## src/rtl/f1_start_ctrl_if.sv

```systemverilog
// Start-light controller signal bundle: trigger/button inputs, light bar,
// phase strobes and reaction-time result.
interface f1_start_ctrl_if #(
  parameter int REACT_W = 16
);
  logic               trigger;
  logic               react;
  logic [7:0]         data_out;
  logic               cmd_seq;
  logic               cmd_delay;
  logic               busy;
  logic [REACT_W-1:0] react_time;
  logic               react_valid;
  logic               jump_start;

  modport master (
    output trigger, react,
    input  data_out, cmd_seq, cmd_delay, busy, react_time, react_valid, jump_start
  );

  modport slave (
    input  trigger, react,
    output data_out, cmd_seq, cmd_delay, busy, react_time, react_valid, jump_start
  );
endinterface

```

## src/rtl/f1_start_ctrl.sv

```systemverilog
// F1 start-light controller: steps the 8-light bar, holds for a pseudo-random
// number of ticks, then times the driver's reaction.
module f1_start_ctrl #(
  parameter int TICK_DIV  = 16,
  parameter int DELAY_MIN = 2,
  parameter int REACT_W   = 16
) (
  input logic          clk,
  input logic          rst,
  f1_start_ctrl_if.slave bus
);
  localparam int TW = $clog2(TICK_DIV);
  localparam int DW = $clog2(DELAY_MIN + 128);

  typedef enum logic [1:0] {IDLE, SEQ, HOLD, GO} state_t;

  state_t             state;
  logic [TW-1:0]      tcnt;
  logic [DW-1:0]      dcnt;
  logic [REACT_W-1:0] rcnt;
  logic [6:0]         lfsr;
  logic [7:0]         lights;
  logic [REACT_W-1:0] react_time;
  logic               react_valid;
  logic               jump_start;
  logic               tick;

  assign tick = ((state == SEQ) || (state == HOLD)) && (tcnt == TW'(TICK_DIV - 1));

  always_ff @(posedge clk or posedge rst) begin
    if (rst) begin
      state       <= IDLE;
      tcnt        <= '0;
      dcnt        <= '0;
      rcnt        <= '0;
      lfsr        <= 7'h01;
      lights      <= '0;
      react_time  <= '0;
      react_valid <= 1'b0;
      jump_start  <= 1'b0;
    end else begin
      lfsr        <= {lfsr[5:0], lfsr[6] ^ lfsr[5]};
      react_valid <= 1'b0;
      unique case (state)
        IDLE: begin
          lights <= '0;
          if (bus.trigger) begin
            state      <= SEQ;
            tcnt       <= '0;
            jump_start <= 1'b0;
          end
        end
        SEQ: begin
          if (bus.react) begin
            lights     <= '0;
            jump_start <= 1'b1;
            state      <= IDLE;
          end else begin
            tcnt <= tick ? '0 : tcnt + 1'b1;
            if (tick) begin
              lights <= {lights[6:0], 1'b1};
              // bit 6 already lit means this step completes the bar
              if (lights[6]) begin
                state <= HOLD;
                tcnt  <= '0;
                dcnt  <= DW'(DELAY_MIN) + DW'(lfsr);
              end
            end
          end
        end
        HOLD: begin
          if (bus.react) begin
            lights     <= '0;
            jump_start <= 1'b1;
            state      <= IDLE;
          end else begin
            tcnt <= tick ? '0 : tcnt + 1'b1;
            if (tick) begin
              if (dcnt == DW'(1)) begin
                lights <= '0;
                rcnt   <= '0;
                state  <= GO;
              end else begin
                dcnt <= dcnt - 1'b1;
              end
            end
          end
        end
        GO: begin
          if (bus.react) begin
            react_time  <= rcnt;
            react_valid <= 1'b1;
            state       <= IDLE;
          end else if (rcnt != '1) begin
            rcnt <= rcnt + 1'b1;
          end
        end
        default: state <= IDLE;
      endcase
    end
  end

  assign bus.data_out    = lights;
  assign bus.cmd_seq     = (state == SEQ);
  assign bus.cmd_delay   = (state == HOLD);
  assign bus.busy        = (state != IDLE);
  assign bus.react_time  = react_time;
  assign bus.react_valid = react_valid;
  assign bus.jump_start  = jump_start;
endmodule

```

## src/flat_wrapper.sv

```systemverilog
// flat-port wrapper written by rule: the top's interface ports become plain ports
module f1_start_ctrl_flat 
#(
  parameter int TICK_DIV  = 16,
  parameter int DELAY_MIN = 2,
  parameter int REACT_W   = 16
)
  (clk, rst, bus_trigger, bus_react, bus_data_out, bus_cmd_seq, bus_cmd_delay, bus_busy, bus_react_time, bus_react_valid, bus_jump_start);
  f1_start_ctrl_if #(.REACT_W(REACT_W)) bus_i ();
  input logic clk;
  input logic rst;
  input wire logic [$bits(bus_i.trigger)-1:0] bus_trigger;
  input wire logic [$bits(bus_i.react)-1:0] bus_react;
  output wire logic [$bits(bus_i.data_out)-1:0] bus_data_out;
  output wire logic [$bits(bus_i.cmd_seq)-1:0] bus_cmd_seq;
  output wire logic [$bits(bus_i.cmd_delay)-1:0] bus_cmd_delay;
  output wire logic [$bits(bus_i.busy)-1:0] bus_busy;
  output wire logic [$bits(bus_i.react_time)-1:0] bus_react_time;
  output wire logic [$bits(bus_i.react_valid)-1:0] bus_react_valid;
  output wire logic [$bits(bus_i.jump_start)-1:0] bus_jump_start;
  assign bus_i.trigger = bus_trigger;
  assign bus_i.react = bus_react;
  assign bus_data_out = bus_i.data_out;
  assign bus_cmd_seq = bus_i.cmd_seq;
  assign bus_cmd_delay = bus_i.cmd_delay;
  assign bus_busy = bus_i.busy;
  assign bus_react_time = bus_i.react_time;
  assign bus_react_valid = bus_i.react_valid;
  assign bus_jump_start = bus_i.jump_start;
  f1_start_ctrl #(.TICK_DIV(TICK_DIV), .DELAY_MIN(DELAY_MIN), .REACT_W(REACT_W)) u_core (.clk(clk), .rst(rst), .bus(bus_i));
endmodule
```

## config.mk

```make
export PLATFORM = sky130hd
export DESIGN_NAME = f1_start_ctrl_flat
export DESIGN_NICKNAME = d
export VERILOG_FILES = /design/src/rtl/f1_start_ctrl_if.sv /design/src/rtl/f1_start_ctrl.sv /design/src/flat_wrapper.sv
export SDC_FILE = /design/constraint.sdc
export NUM_CORES = 1
export LEC_CHECK = 0
export BUFFER_PORTS_ARGS = -buffer_cell sky130_fd_sc_hd__buf_4
export CAP_MARGIN = 15
export CORE_AREA = 2 2 93 95
export CTS_CLUSTER_SIZE = 28
export DETAILED_ROUTE_END_ITERATION = 8
export DIE_AREA = 0 0 95 97
export PLACE_DENSITY_LB_ADDON = 0.08
export SYNTH_ARGS = -nofsm -noshare
export SYNTH_HDL_FRONTEND = slang
export SYNTH_SLANG_ARGS = --single-unit
```

## constraint.sdc

```tcl
create_clock -name clk -period 2.7 [get_ports clk]
set_input_delay 0.135 -clock clk [delete_from_list [all_inputs] [get_ports clk]]
set_output_delay 0.135 -clock clk [all_outputs]
set_load 0.02 [all_outputs]
```

==> results of run 1 <==
[cell families (layout without fill, tap and decap cells)]
logic type               count (synthesis)  count (layout)
multiplexers                            17              17
AND/OR/NAND/NOR                         94              94
adder cells (fa/ha/maj)                 12              12
flip-flops                              63              63
XOR/XNOR                                 4               4
AO/OA/AOI/OAI                           94              94
buffers and inverters                   25              68
[critical path: cells and delay by family, from the launching register on]
kind,cells,cell delay [ns]
fa+ha+maj,1,0.13
flops,1,0.40
compound gates,4,1.23
buf+inv,1,0.10
simple gates,1,0.49
[metrics by stage]
stage / power (mW) / cell area, sq um / hold WS (ns) / utilization / std cells
floorplan: 1.83 / 3200 / 0.355 / - / 309
global placement: 2.07 / 3570 / 0.271 / 0.439 / 440
detailed placement: 2.07 / 3570 / 0.273 / 0.439 / 440
CTS: 3.01 / 3810 / 0.137 / 0.468 / 457
global route: 3.20 / 3810 / 0.169 / 0.468 / 457
finish: 2.97 / 3810 / 0.167 / 0.468 / 457
[worst min path at each step]
| stage | startpoint | endpoint | slack, ns | depth (start not counted) |
|---|---|---|---|---|
| CTS | bus_trigger | u_core.bus.jump_start$_DFFE_PP0P_ | 0.14 | 4 |
| detailed placement | rst | u_core.bus.react_time[6]$_DFFE_PP0P_ | 0.27 | 2 |
| finish | bus_trigger | u_core.bus.jump_start$_DFFE_PP0P_ | 0.17 | 4 |
| global placement | rst | u_core.bus.react_time[7]$_DFFE_PP0P_ | 0.27 | 2 |
| global route | bus_react | u_core.bus.data_out[7]$_DFFE_PP0P_ | 0.17 | 2 |
| floorplan | bus_trigger | u_core.bus.jump_start$_DFFE_PP0P_ | 0.35 | 3 |
[registers in the layout, indices dropped and copies added (netlist names)]
register / cells
u_core.bus.data_out: 8
u_core.bus.jump_start: 1
u_core.tcnt: 4
u_core.bus.react_valid: 1
u_core.rcnt: 16
u_core.state: 2
u_core.lfsr: 7
u_core.bus.react_time: 16
u_core.dcnt: 8
[power groups by stage]
| stage | clock [mW] | sequential (mW) | combinational, mW |
|---|---|---|---|
| floorplan | 0 | 1.20 | 0.632 |
| global placement | 0 | 1.19 | 0.873 |
| detailed placement | 0 | 1.20 | 0.872 |
| CTS | 0.950 | 1.18 | 0.881 |
| global route | 0.996 | 1.20 | 0.996 |
| finish | 0.913 | 1.18 | 0.875 |
[placed cells by master, fill, tap and decap left out, types with 3 or more instances in the layout]
cell type  instances
or3_1              4
a22o_1             8
and3_1             3
nand2_1           27
clkbuf_8          10
nor4_1             3
inv_1             12
o21ai_0           22
ha_1              12
nand4_1            8
mux2_2            15
nand3_1            9
nor2_1            15
nor3_1             4
dfrtp_1           62
o21ai_1            9
a21oi_1           19
o31ai_1            6
or2_2              5
and2_1             4
buf_4             37
o22ai_1            3
a211oi_1           6
[timing repair]
item                                   4_1_cts  5_1_grt
hold buffers                                 1        0
endpoints found under the hold margin       28        0
buffers inserted                             0        0
[area by class of cell]
type	instances	area share
flip-flops and latches	63	0.414
multi-input cells	221	0.399
repair buffers	39	0.0808
clock buffers	11	0.0371
well taps	105	0.0345
clock inverters	5	0.0214
inverters	13	0.0128
[layer usage]
| metal | track usage | vias up |
|---|---|---|
| met1 | 0.208 | 1215 |
| met5 | 0 | - |
| met3 | 0.0491 | 5 |
| met2 | 0.255 | 28 |
| met4 | 0.0412 | 0 |
| li1 | - | 1209 |
==> results.toml, run 1 <==
[pwr]
power.switching_mw = 1.02
p_leak_nw = 1.76
intPower_mw = 1.95
p_sw_frac = 0.343
p_clk_frac = 0.307
pwr-share-comb = 0.294
ir_drop_mv = 0.299
power_frac_seq = 0.398
power_density_mw_per_mm2 = 780

[drt]
drt_first_iter_violations = 95
wl_met2_mm = 3.23
dr.pass1.iters = 4
top_layer = "met4"
drtAntennaViolNets = 0
wl_met3_microns = 197
wl_met1_mm = 3.22
vias = 2457
route.detailed.drc = 0
routed_wl_mm = 6.70
drt-vias-per-instance = 5.38
avgRoutedWirePerCell_microns = 14.7

[clocking]
cts_resized = 0
cts_tree = "built"
clk_latency_ns = 0.33
htreeDepth = 3
cts_num_sinks = 63
root_buffer = "clkbuf_8"
numCtsBuffers = 9
clkTransAtPathRegs_ns = 0.07
cts_buffer_depth = 2

[logic_synthesis]
synth.most_common_cell = "dfrtp_1"
synth-simple-area-share = 0.154
synth_adder_area_share = 0.0469
mappedNetlistArea_sq_mm = 0.00320
async_flop_share = 1.00
syn_avg_cell_area_sq_um = 10.4
syn_inst = 309
synth_area_leaders = "dfrtp_1 (48%), mux2_2 (5.3%), ha_1 (4.7%), o21ai_0 (3.4%), nand2_1 (3.2%)"
synth.mux.area_fraction = 0.0591
yosys_register_bits = 63
synth_top_family_by_area = "compound AO/OA/AOI/OAI gates"
ys.flop_type = "dfrtp_1"
synth_fp_nets = 325
ys_seq_area_frac = 0.493
synth-compound-area-share = 0.204
netlist.area_leader.share = 0.485
yosys.area.top_type = "dfrtp_1"
synthDistinctLibCells = 51
synth_xor_area_frac = 0.0110
yosys_warnings = 0
synth_edf_count = 0
synthTopCellsByCount = "dfrtp_1 (62), nand2_1 (27), o21ai_0 (22), a21oi_1 (19)"

[critical_path]
end_kind = "flop"
r2r-end = "u_core.rcnt[13]$_DFFE_PP0P_"
crit_type = "reg2reg"
critical_path_arrival_ns = 2.69
crit_start = "u_core.dcnt[1]$_DFFE_PP0P_"
crit_slowest_cell = "o41ai_4"
worst_setup_path_endpoint = "u_core.rcnt[13]$_DFFE_PP0P_"
timing.rr.start = "u_core.dcnt[1]$_DFFE_PP0P_"
worstRegToRegCells = 7
path_cells = "inv_1 > ha_1 > or4b_4 > o41ai_4 > o211ai_4 > o21ba_2 > a21oi_1"
reg2reg_slack_ns = 0.21
crit_fanout = 17
critPathMaxStageDelay_ns = 0.55
required_ns = 2.90
critPathLaunchType = "flop"

[placement]
place_congestion = 0.723
dp_slack_ns = 0.221
hpwl_mm = 4.67
io_buffers = 32

[layout]
n_antenna_cell = 0
seqCellArea_sq_mm = 0.00158
area_growth_pct = 19.0
fin_nets = 363
layout-drive-gt1-share = 0.241
fillers = 770
multiInputGateArea_sq_mm = 0.00152

[global_routing]
grt_max_degree = 36
grt_pass1_wl_mm = 11.7
antenna_found_initial = 0
grt_pass1_vias = 2424
grtUsageTotal = 0.159
grt_overflow = 0

[sta]
maxSlewViolCount = 0
tightest_slew_ns = 0.641
min_period_ns = 2.49
fin_ws_ns = 0.212
period_share = 0.922
final.setup.tns_ns = 0
setup_viol = 0
relSlewSlack = 0.568
fmax_mhz = 402
hold_viol = 0
rsz0062_at_grt = "no"
skew_ns = 0.0118

[floorplanning]
core_sq_mm = 0.00813
start_util = 0.393
io_pins = 33
rows = 33
dieArea_sq_mm = 0.00922
fp.dieH_microns = 97
die_x_microns = 95

[hold_path]
hold_path.class = "in2reg"

[run_status]
status = "finished clean"

[job]
max_cap_violations = 0
Power figures use the tool's default switching activity.
==> run 2: changes to the inputs <==
--- a/config.mk
+++ b/config.mk
@@ -7,6 +7,8 @@
 export LEC_CHECK = 0
 export BUFFER_PORTS_ARGS = -buffer_cell sky130_fd_sc_hd__buf_4
 export CAP_MARGIN = 15
+export CELL_PAD_IN_SITES_DETAIL_PLACEMENT = 0
+export CELL_PAD_IN_SITES_GLOBAL_PLACEMENT = 1
 export CORE_AREA = 2 2 93 95
 export CTS_CLUSTER_SIZE = 28
 export DETAILED_ROUTE_END_ITERATION = 8
==> run 2 against run 1 <==
Compared with the run above:
- clock power fell by 12%
- design area decreased by 0.49%
- global-route usage increased by 0.41 points
- hold slack got worse by 0.018 ns
- worst setup slack better by 0.21 ns
- sequential share of layout area up 0.21 points
- flip-flop and latch count did not move
- die area unchanged
- final cell count increased by 0.44%
- core utilization decreased by 0.23 points
- combinational power is essentially flat
- wire length up 1.8%
- critical path type unchanged
- highest routed layer unchanged
==> results.toml, run 2 (synthesis results as in run 1) <==
[run_status]
status = "finished clean"

[pwr]
power_density_mw_per_mm2 = 756
p_sw_frac = 0.360
ir_drop_mv = 0.272
p_clk_frac = 0.282
power.switching_mw = 1.03
power_frac_seq = 0.412
intPower_mw = 1.83
p_leak_nw = 1.76
pwr-share-comb = 0.306

[critical_path]
end_kind = "flop"
crit_type = "reg2reg"
required_ns = 2.97
critical_path_arrival_ns = 2.55
crit_fanout = 17
critPathLaunchType = "flop"
reg2reg_slack_ns = 0.42

[floorplanning]
start_util = 0.393
rows = 33
dieArea_sq_mm = 0.00922
io_pins = 33
core_sq_mm = 0.00813
die_x_microns = 95
fp.dieH_microns = 97

[sta]
setup_viol = 0
fmax_mhz = 440
relSlewSlack = 0.599
min_period_ns = 2.28
maxSlewViolCount = 0
tightest_slew_ns = 0.596
period_share = 0.843
skew_ns = 0.0100
hold_viol = 0
rsz0062_at_grt = "no"
final.setup.tns_ns = 0

[drt]
avgRoutedWirePerCell_microns = 14.9
dr.pass1.iters = 4
drt-vias-per-instance = 5.35
routed_wl_mm = 6.82
route.detailed.drc = 0
vias = 2454
drt_first_iter_violations = 94
drtAntennaViolNets = 0

[hold_path]
hold_path.class = "in2reg"

[clocking]
cts_tree = "built"
numCtsBuffers = 9
cts-hold-fix-buffers = 0
root_buffer = "clkbuf_8"
htreeDepth = 3
clkTransAtPathRegs_ns = 0.07
cts_num_sinks = 63
cts_setup_buffers = 0
cts_buffer_depth = 2
cts_resized = 0
clk_latency_ns = 0.35

[placement]
place_congestion = 0.750
place_inst = 441
hpwl_mm = 4.64
io_buffers = 32

[global_routing]
antenna_found_initial = 0
grtUsageTotal = 0.163
grt_max_degree = 48
grt_overflow = 0
grt_pass1_wl_mm = 11.8
grt_pass1_vias = 2413

[layout]
final_common_cell = "dfrtp_1"
fin_util = 0.466
fin_nets = 365
layout-drive-gt1-share = 0.246
area_growth_pct = 18.4
n_antenna_cell = 0
final_cell_mix = "dfrtp_1 (62), buf_4 (39), nand2_1 (27), o21ai_0 (22), a21oi_1 (19)"
fillers = 777
fin_cells = 459
reg_top3 = "u_core.bus.react_time: 16 flops, u_core.rcnt: 16 flops"

[job]
max_cap_violations = 0
-- run 2: cell types whose count changed in the layout (fill, tap and decap cells not counted), sizes merged --
cell	delta
buf	+2
bufinv	-1
clkbuf	-1
clkinv	+2
-- run 2: path summary, 6_finish.rpt --
path                                            start  depth (start not counted)                              endpoint
setup / recovery           u_core.rcnt[0]$_DFFE_PP0P_                          6           u_core.rcnt[13]$_DFFE_PP0P_
hold / removal                            bus_trigger                          4     u_core.bus.jump_start$_DFFE_PP0P_
setup reg to reg           u_core.rcnt[0]$_DFFE_PP0P_                          6           u_core.rcnt[13]$_DFFE_PP0P_
hold reg to reg              u_core.lfsr[0]$_DFF_PP1_                          0              u_core.lfsr[1]$_DFF_PP0_
max in group asynchronous                         rst                          4           u_core.rcnt[14]$_DFFE_PP0P_
min in group asynchronous                         rst                          3  u_core.bus.react_time[7]$_DFFE_PP0P_
-- run 2: power by group through the flow --
stage	clock network [mW]	logic, mW	registers, mW
floorplan	0	0.632	1.20
global placement	0	0.878	1.19
detailed placement	0	0.875	1.20
CTS	0.842	0.880	1.18
global route	0.883	0.993	1.20
finish	0.808	0.877	1.18
-- run 2: per-layer routing --
metal  track usage  share of wire  vias to the layer above
met1         0.223           0.49                     1201
li1              -              -                     1215
met3        0.0374          0.024                       10
met2         0.249           0.47                       28
met4        0.0669          0.019                        0
met5             0              0                        -
-- run 2: layout make-up --
cell class	count	area, sq um	area share
multi-input combinational	221	1520	0.401
clock buffer	10	128	0.0337
tap	105	131	0.0347
inverter	13	48.8	0.0129
timing repair buffer	41	323	0.0852
sequential	63	1580	0.416
clock inverter	6	61.3	0.0162
-- run 2: critical path, cell delays in order (launching register included) --
cell and delay (ns):
dfrtp_1 0.40, ha_1 0.23, nand4_1 0.16, or4_4 0.56, o211ai_4 0.49, o21ba_2 0.24
a21oi_1 0.13
-- run 2: metrics by stage --
stage          hold slack [ns]  setup slack (ns)  area (sq um)  total power, mW
2_1_floorplan            0.355             0.413          3200             1.83
3_3_place_gp             0.391             0.450          3570             2.07
3_5_place_dp             0.400             0.433          3570             2.07
4_1_cts                 0.0732             0.415          3760             2.90
5_1_grt                  0.153             0.253          3790             3.08
6_report                 0.150             0.425          3790             2.86
==> run 3: changes to the inputs <==
--- a/config.mk
+++ b/config.mk
@@ -5,14 +5,15 @@
 export SDC_FILE = /design/constraint.sdc
 export NUM_CORES = 1
 export LEC_CHECK = 0
+export ABC_AREA = 1
 export BUFFER_PORTS_ARGS = -buffer_cell sky130_fd_sc_hd__buf_4
 export CAP_MARGIN = 15
 export CELL_PAD_IN_SITES_DETAIL_PLACEMENT = 0
 export CELL_PAD_IN_SITES_GLOBAL_PLACEMENT = 1
-export CORE_AREA = 2 2 93 95
+export CORE_AREA = 2 2 96 98
 export CTS_CLUSTER_SIZE = 28
 export DETAILED_ROUTE_END_ITERATION = 8
-export DIE_AREA = 0 0 95 97
+export DIE_AREA = 0 0 98 100
 export PLACE_DENSITY_LB_ADDON = 0.08
 export SYNTH_ARGS = -nofsm -noshare
 export SYNTH_HDL_FRONTEND = slang
==> constraint.sdc (replaced) <==
create_clock -name clk -period 2.1 [get_ports clk]
set_input_delay 0.105 -clock clk [delete_from_list [all_inputs] [get_ports clk]]
set_output_delay 0.105 -clock clk [all_outputs]
set_load 0.02 [all_outputs]
==> run 3 against run 2 <==
Compared with the run above:
- fmax up 27%
- design area increased by 6.8%
- sequential power grew 28%
- via count rose by 16%
- non-clock buffer count is 2 higher
- flip-flop and latch count unchanged
- count of clock-buffer cells in the layout rose by 1
- total power rose by 37%
- area after synthesis rose by 8.1%
- highest routed layer unchanged
==> results.toml, run 3 <==
[placement]
dp_slack_ns = 0.310
place_congestion = 0.861
io_buffers = 32
hpwl_mm = 5.98

[critical_path]
crit_fanout = 18
timing.rr.start = "u_core.state[0]$_DFFE_PP0P_"
required_ns = 2.32
critical_path_arrival_ns = 2.02
worstRegToRegCells = 10
end_kind = "flop"
critPathLaunchType = "flop"
crit_type = "reg2reg"
reg2reg_slack_ns = 0.30
r2r-end = "u_core.rcnt[3]$_DFFE_PP0P_"

[pwr]
ir_drop_mv = 0.349
p_leak_nw = 1.90
power_density_mw_per_mm2 = 971

[logic_synthesis]
syn_avg_cell_area_sq_um = 7.97
synth_area_leaders = "dfrtp_1 (45%), nand2_1 (15%), nand3_1 (5.8%), o21ai_2 (5.1%), ha_1 (4.3%)"
yosys_register_bits = 63
ys.flop_type = "dfrtp_1"
synth.most_common_cell = "nand2_1"
async_flop_share = 1.00
yosys_warnings = 0
netlist.area_leader.share = 0.448
synthDistinctLibCells = 33
yosys.area.top_type = "dfrtp_1"
syn_inst = 434
synth_fp_nets = 450
mappedNetlistArea_sq_mm = 0.00346
synthTopCellsByCount = "nand2_1 (139), dfrtp_1 (62), nand3_1 (40), inv_1 (36), nor2_1 (32)"
synth_edf_count = 0
ys_seq_area_frac = 0.456

[clocking]
root_buffer = "clkbuf_8"
htreeDepth = 3
cts_num_sinks = 63
cts-hold-fix-buffers = 1
clkTransAtPathRegs_ns = 0.08
cts_setup_buffers = 0
cts_buffer_depth = 2
cts_tree = "built"
numCtsBuffers = 9
clk_latency_ns = 0.34
cts_resized = 0

[drt]
routed_wl_mm = 7.94
dr.pass1.iters = 4
drtAntennaViolNets = 0
vias = 2857
drt_first_iter_violations = 200
route.detailed.drc = 0
avgRoutedWirePerCell_microns = 13.4
drt-vias-per-instance = 4.83

[layout]
fin_nets = 491
area_growth_pct = 16.9
layout-drive-gt1-share = 0.198
reg_top3 = "u_core.bus.react_time: 16 flops, u_core.rcnt: 16 flops"
n_antenna_cell = 0
final_common_cell = "nand2_1"
final_cell_mix = "nand2_1 (139), dfrtp_1 (62), buf_4 (41), nand3_1 (40), inv_1 (35)"

[run_status]
status = "finished clean"

[floorplanning]
fp.dieH_microns = 100
dieArea_sq_mm = 0.00980
die_x_microns = 98
io_pins = 33
rows = 35
start_util = 0.389
core_sq_mm = 0.00889

[hold_path]
whs_path_depth = 2
min_from = "bus_react"
hold_end = "u_core.bus.jump_start$_DFFE_PP0P_"
hold_path.class = "in2reg"

[global_routing]
grt_pass1_vias = 2839
grt_overflow = 0
antenna_found_initial = 0
grt_max_degree = 41
grtUsageTotal = 0.180
grt_pass1_wl_mm = 14.0

[sta]
min_period_ns = 1.80
hold_viol = 0
period_share = 0.856
fmax_mhz = 556
rsz0062_at_grt = "no"
final.setup.tns_ns = 0
relSlewSlack = 0.644
setup_viol = 0
tightest_slew_ns = 0.534
fin_ws_ns = 0.303
skew_ns = 0.0134
maxSlewViolCount = 0

[job]
max_cap_violations = 0
==> run 3: changes by cell type after synthesis, sizes merged, moves of 7 or more <==
cell	change
a21oi	-8
a22o	-8
buf	+7
inv	+26
mux2	-15
nand2	+114
nand3	+35
nor2	+23
o21ai	+12
==> run 3: cells by family after synthesis <==
family,synth area share
AO/OA/AOI/OAI,0.114
XOR/XNOR,0.0152
adder cells (fa/ha/maj),0.0434
buffers and inverters,0.0702
flip-flops,0.456
multiplexers,0.00289
AND/OR/NAND/NOR,0.298
==> run 3: layout make-up <==
type,count,area (sq um)
fillers,923,4840
clock buffers,11,141
flip-flops and latches,63,1580
multi-input cells,318,1640
well taps,111,139
repair buffers,43,338
inverters,40,153
clock inverters,5,57.6
==> run 3: worst max-delay path, cell delays in order, from the launching register on <==
cell,delay [ns]
dfrtp_1,0.43
inv_1,0.11
ha_1,0.34
inv_1,0.08
nor2_2,0.12
nand2_1,0.08
nand2_1,0.09
nand3_2,0.07
buf_4,0.22
nand2_1,0.09
o21ai_2,0.05
==> run 3: through the flow <==
step | hold slack, ns | std cells | instance area [sq um] | total power, mW | util
floorplan | 0.280 | 434 | 3460 | 2.54 | -
global placement | 0.186 | 574 | 3840 | 2.87 | 0.432
detailed placement | 0.187 | 574 | 3840 | 2.87 | 0.432
CTS | 0.0876 | 591 | 4050 | 3.97 | 0.455
global route | 0.0845 | 591 | 4050 | 4.24 | 0.455
finish | 0.102 | 591 | 4050 | 3.93 | 0.455
==> run 3: per-layer routing <==
| metal | vias to the layer above | part of all wire | track usage |
|---|---|---|---|
| li1 | 1490 | - | - |
| met1 | 1327 | 0.49 | 0.247 |
| met2 | 34 | 0.47 | 0.291 |
| met3 | 6 | 0.033 | 0.0355 |
| met4 | 0 | 0.011 | 0.0513 |
| met5 | - | 0 | 0 |
==> run 3: report_power, final <==
| part | switching [mW] | internal, mW |
|---|---|---|
| Clock | 0.498 | 0.579 |
| Sequential | 0.157 | 1.35 |
| Combinational | 0.879 | 0.461 |
| Total | 1.53 | 2.39 |
==> run 3: worst max path at each step <==
| stage | start | end | depth (start not counted) | slack, ns |
|---|---|---|---|---|
| global placement | u_core.state[0]$_DFFE_PP0P_ | u_core.bus.data_out[2]$_DFFE_PP0P_ | 9 | 0.36 |
| global route | u_core.state[0]$_DFFE_PP0P_ | u_core.bus.data_out[2]$_DFFE_PP0P_ | 9 | 0.08 |
| detailed placement | u_core.state[0]$_DFFE_PP0P_ | u_core.bus.data_out[4]$_DFFE_PP0P_ | 9 | 0.31 |
| floorplan | u_core.state[1]$_DFFE_PP0P_ | u_core.bus.data_out[1]$_DFFE_PP0P_ | 10 | 0.34 |
| finish | u_core.state[0]$_DFFE_PP0P_ | u_core.rcnt[3]$_DFFE_PP0P_ | 10 | 0.30 |
| CTS | u_core.state[0]$_DFFE_PP0P_ | u_core.rcnt[3]$_DFFE_PP0P_ | 10 | 0.29 |
